## src/rtl/distortion.sv

```systemverilog
`default_nettype none
// ============================================================================
// Module   : distortion
// Brief    : Single-channel distortion stage (hard/soft/asymmetric clip, fuzz)
//            with saturating pre-gain and one-cycle registered output.
//            Optional dry/wet blend enabled by defining DISTORTION_MIX_EN.
// Revision : 1.0 - initial release
// ============================================================================
module distortion #(
    parameter int THRESH     = 200000,
    parameter int MAX_OUT    = 300000,
    parameter int GAIN_SHIFT = 0
) (
    input  logic               clk_48,
    input  logic               rst_n,
    input  logic signed [31:0] x,
    output logic signed [31:0] y,
    input  logic        [3:0]  options,
    input  logic        [3:0]  en
);

    // Pre-gain width: one guard bit above the shifted 32-bit sample
    localparam int W = 33 + GAIN_SHIFT;

    localparam logic signed [W-1:0] C_SAT_POS = $signed({{(W-32){1'b0}}, 32'h7fff_ffff});
    localparam logic signed [W-1:0] C_SAT_NEG = $signed({{(W-32){1'b1}}, 32'h8000_0000});
    localparam logic signed [33:0]  C_T       = 34'(THRESH);
    localparam logic signed [33:0]  C_T_HALF  = C_T >>> 1;
    localparam logic signed [33:0]  C_MAX     = 34'(MAX_OUT);
    localparam logic signed [33:0]  C_MAG_MAX = 34'sh0_7fff_ffff;

    logic signed [W-1:0] w_x_ext;
    logic signed [W-1:0] w_x_shl;
    logic signed [31:0]  w_g;
    logic signed [33:0]  w_g_wide;
    logic signed [33:0]  w_a_raw;
    logic signed [33:0]  w_a;
    logic signed [33:0]  w_excess;
    logic signed [33:0]  w_m_raw;
    logic signed [33:0]  w_m;
    logic signed [31:0]  w_wet;
    logic signed [31:0]  w_eff;
    logic                w_mode_valid;
    logic signed [31:0]  w_y_next;
    logic signed [31:0]  r_y;
    logic                w_unused_en;

    assign w_unused_en = ^en[2:0];

    // Saturating pre-gain
    assign w_x_ext = W'(x);
    assign w_x_shl = w_x_ext <<< GAIN_SHIFT;

    always_comb begin
        w_g = 32'(w_x_shl);
        if (w_x_shl > C_SAT_POS) begin
            w_g = 32'sh7fff_ffff;
        end else if (w_x_shl < C_SAT_NEG) begin
            w_g = 32'sh8000_0000;
        end
    end

    // Magnitude with |-2^31| pinned to 2^31-1
    assign w_g_wide = 34'(w_g);
    assign w_a_raw  = (w_g_wide < 0) ? -w_g_wide : w_g_wide;
    assign w_a      = (w_a_raw > C_MAG_MAX) ? C_MAG_MAX : w_a_raw;

    assign w_excess = w_a - C_T;
    assign w_m_raw  = C_T + (w_excess >>> 2);
    assign w_m      = (w_m_raw > C_MAX) ? C_MAX : w_m_raw;

    always_comb begin
        w_wet        = w_g;
        w_mode_valid = 1'b1;
        case (options)
            4'b1000: begin
                if (w_g_wide > C_T) begin
                    w_wet = 32'(C_T);
                end else if (w_g_wide < -C_T) begin
                    w_wet = 32'(-C_T);
                end
            end
            4'b0100: begin
                if (w_a > C_T) begin
                    w_wet = (w_g_wide < 0) ? 32'(-w_m) : 32'(w_m);
                end
            end
            4'b0010: begin
                if (w_g_wide > C_T) begin
                    w_wet = 32'(C_T);
                end else if (w_g_wide < -C_T_HALF) begin
                    w_wet = 32'(-C_T_HALF);
                end
            end
            4'b0001: begin
                if (w_g_wide > 0) begin
                    w_wet = 32'(C_T);
                end else if (w_g_wide < 0) begin
                    w_wet = 32'(-C_T);
                end else begin
                    w_wet = '0;
                end
            end
            default: begin
                w_mode_valid = 1'b0;
            end
        endcase
    end

`ifdef DISTORTION_MIX_EN
    // 33-bit sum keeps the blend exact; >>> rounds toward -inf
    logic signed [32:0] w_sum;
    assign w_sum = 33'(x) + 33'(w_wet);
    assign w_eff = w_sum[32:1];
`else
    assign w_eff = w_wet;
`endif

    assign w_y_next = (en[3] && w_mode_valid) ? w_eff : x;

    always_ff @(posedge clk_48) begin
        if (!rst_n) begin
            r_y <= '0;
        end else begin
            r_y <= w_y_next;
        end
    end

    assign y = r_y;

endmodule
`default_nettype wire

```

## config.mk

```make
export PLATFORM = sky130hd
export DESIGN_NAME = distortion
export DESIGN_NICKNAME = d
export VERILOG_FILES = /design/src/rtl/distortion.sv
export SDC_FILE = /design/constraint.sdc
export NUM_CORES = 1
export LEC_CHECK = 0
export CAP_MARGIN = 5
export CORE_AREA = 2 2 107 109
export DETAILED_ROUTE_END_ITERATION = 8
export DIE_AREA = 0 0 109 111
export PLACE_DENSITY_LB_ADDON = 0.08
export SETUP_SLACK_MARGIN = 0.5
export SYNTH_ARGS = -nofsm -noshare
export SYNTH_HDL_FRONTEND = slang
export SYNTH_SLANG_ARGS = --single-unit
export TNS_END_PERCENT = 1
```

## constraint.sdc

```tcl
create_clock -name clk_48 -period 12.3 [get_ports clk_48]
set_input_delay 3.69 -clock clk_48 [delete_from_list [all_inputs] [get_ports clk_48]]
set_output_delay 3.69 -clock clk_48 [all_outputs]
set_load 0.02 [all_outputs]
```

==> impl_metrics.json <==
{
  "synth_ff_type": "dfxtp_1",
  "tritoncts": "done",
  "via_per_inst": 6.66,
  "rows": 39,
  "drive_gt1_share_pct": 13.5,
  "final_area_sq_um": 6600,
  "die-area_sq_um": 12100,
  "worst_slack_ns": 1.02,
  "critPathArrivalTime_ns": 11.43,
  "synth_common_cells": "76 x nor2_1, 69 x nand2_1, 59 x o21ai_0",
  "initial_core_util_pct": 48.6,
  "holdPathStages": 3,
  "dr_wl_met2_um": 9120,
  "grtUsageTotal_pct": 31.9,
  "synth_top_area_share_pct": 11.9,
  "wl_um": 19400,
  "combinationalPowerShare_pct": 55.9,
  "grt_pass1_vias": 6267,
  "dr.pass1.iters": 5,
  "wl_met1_um": 8140,
  "netlist_top_cells_area": "dfxtp_1 12%, o21ai_0 5.5%, xnor2_1 5.4%",
  "clkPwrFrac_pct": 22.0,
  "numCtsBuffers": 5,
  "grt_max_degree": 50,
  "dp_hpwl_um": 15100,
  "clkSlewWorstSetupHoldPaths_ns": 0.05,
  "coreArea_sq_um": 11100,
  "place_area_sq_um": 6380,
  "setup_tns_ns": 0,
  "cp_common_cell": "inv_1",
  "avgSynthCellArea_sq_um": 6.92,
  "ys_types": 95,
  "path_class": "in2reg",
  "synth_most_common_cell": "nor2_1",
  "synth_edf_count": 0,
  "antenna_left": 0,
  "cap_viol_max_count": 0,
  "final_max_slew_viol_count": 0,
  "die_y_um": 111,
  "setup_viol": 0,
  "dr_wl_met3_um": 1450,
  "finalWeightedCongestion": 0.973,
  "min_period_ns": 11.28,
  "p_leak_nw": 2.35,
  "netSwitchingFraction_pct": 41.9,
  "p_sw_mw": 0.215,
  "worst_pin_slew_ns": 0.932,
  "clock-sinks": 32,
  "cts_root_buffer": "clkbuf_16",
  "ys.warnings.count": 0,
  "wl_per_cell_um": 19.5,
  "ys_ff_latch": 32,
  "worst-path-max-fanout": 10,
  "grt_overflow_total": 0,
  "final_hold_viol_count": 0,
  "start_kind": "primary input",
  "antenna_cells": 0,
  "netlist_instances": 778,
  "cts_buffer_depth": 2,
  "grt_pass1_wl_um": 31300,
  "final_nets": 901,
  "top_layer_used": "met4",
  "crit_required_ns": 12.45,
  "antenna_found_initial": 0,
  "crit_slowest_cell": "clkdlybuf4s50_1",
  "drc": 0,
  "run_status": "finished, final reports clean",
  "rsz0062_at_grt": "false",
  "netlist_area_sq_um": 5380,
  "p_seq_share_pct": 22.1,
  "seq_area_frac_synth_pct": 11.9,
  "vias": 6625,
  "io_buffers": 70,
  "relSlewSlack_pct": 37.9,
  "largest_reg_flops": 32,
  "post-place-ws_ns": 0.657,
  "async_flop_share_pct": 0,
  "synth_largest_area_cell": "dfxtp_1",
  "drt_iter0_markers": 672,
  "p_int_mw": 0.299,
  "endpoint_kind": "register",
  "finalCritPeriodShare_pct": 91.7,
  "synth_nets": 827,
  "fmax_mhz": 88.6,
  "min_path_type": "in2reg",
  "crit_path_max_incr_delay_ns": 0.59,
  "p_per_area_nw_per_um2": 78.0,
  "die_w_um": 109,
  "ir_worst_vdd_uv": 82.6,
  "ctsHtreeMaxLevel": 2,
  "syn_to_final_growth_pct": 22.6,
  "io_pins": 74
}
-- area by class of cell --
class                      instances  area (sq um)
clock inverter                     1          5.00
timing repair buffer             119          1070
clock buffer                       6           129
multi-input combinational        676          4510
sequential                        32           641
fill                            1069          4480
tap                              143           179
inverter                          18          67.6
-- repair_timing --
item	in CTS	in global routing
setup endpoints to repair	0	2
hold buffers	0	0
gates resized for setup	0	11
buffers inserted	0	3
-- metal layers --
metal	track usage (%)	up-vias
met5	0	-
met4	10.9	0
met3	4.12	60
met2	52.7	340
met1	42.4	3095
li1	-	3130
-- worst paths after layout --
kind	from	end	slack, ns
worst max-delay path	x[24]	y[18]	1.02
worst min-delay path	x[1]	y[1]	3.94
-- power by group through the flow --
| stage | sequential [mW] | clock (mW) | combinational, mW |
|---|---|---|---|
| 2_1_floorplan | 0.126 | 0 | 0.173 |
| 3_3_place_gp | 0.116 | 0 | 0.273 |
| 3_5_place_dp | 0.116 | 0 | 0.277 |
| 4_1_cts | 0.114 | 0.116 | 0.279 |
| 5_1_grt | 0.114 | 0.123 | 0.311 |
| 6_report | 0.114 | 0.113 | 0.287 |
-- logic make-up (layout without fill, tap and decap cells) --
kind of cell / Yosys count / count (layout) / synth area share (%)
buffers and inverters: 70 / 144 / 5.39
adders and majority gates: 7 / 7 / 1.63
DFF: 32 / 32 / 11.9
AOI/OAI and AO/OA: 261 / 261 / 34.9
xor gates and xnor gates: 50 / 50 / 8.41
muxes: 17 / 17 / 3.32
and+or+nand+nor: 341 / 341 / 34.5
-- critical path: cells and delay by family --
family	cells	cell delay (ns)
AOI/OAI and AO/OA	10	2.05
muxes	1	0.35
and+or+nand+nor	15	3.92
buffers and inverters	5	0.94
adders and majority gates	2	0.43
-- placed cells by master (no fill, tap or decap), types with 6 or more instances in the layout --
cell type / netlist / layout
mux2i_1: 10 / 10
or4_4: 6 / 6
o31ai_1: 7 / 7
xor2_1: 15 / 15
a21oi_1: 40 / 40
nand4_1: 20 / 20
a31oi_1: 14 / 14
xnor2_1: 33 / 32
nand2b_1: 13 / 13
buf_4: 2 / 49
clkdlybuf4s50_1: 0 / 67
nor2b_1: 13 / 13
nor4_2: 5 / 6
and3_1: 14 / 14
or2_2: 12 / 12
a211oi_1: 13 / 13
ha_1: 7 / 7
and2_1: 8 / 8
nor2_1: 76 / 76
o22ai_1: 11 / 11
nand2_1: 69 / 69
o211ai_1: 10 / 10
o21ai_0: 59 / 59
a41oi_1: 7 / 7
dfxtp_1: 32 / 32
nor4_1: 20 / 17
or3_1: 12 / 11
nor3_1: 21 / 21
inv_1: 17 / 17
o21a_1: 9 / 9
nand3_1: 22 / 21
a211o_1: 7 / 7
mux2_2: 7 / 7
-- through the flow --
| step | hold WS, ns | power (mW) | util [%] | cells |
|---|---|---|---|---|
| floorplan | 3.81 | 0.299 | - | 778 |
| global placement | 4.35 | 0.388 | 57.6 | 985 |
| detailed placement | 4.34 | 0.393 | 57.6 | 985 |
| CTS | 4.06 | 0.509 | 58.8 | 992 |
| global route | 3.98 | 0.548 | 59.6 | 995 |
| finish | 3.94 | 0.514 | 59.6 | 995 |
(Power assumes the default switching activity.)
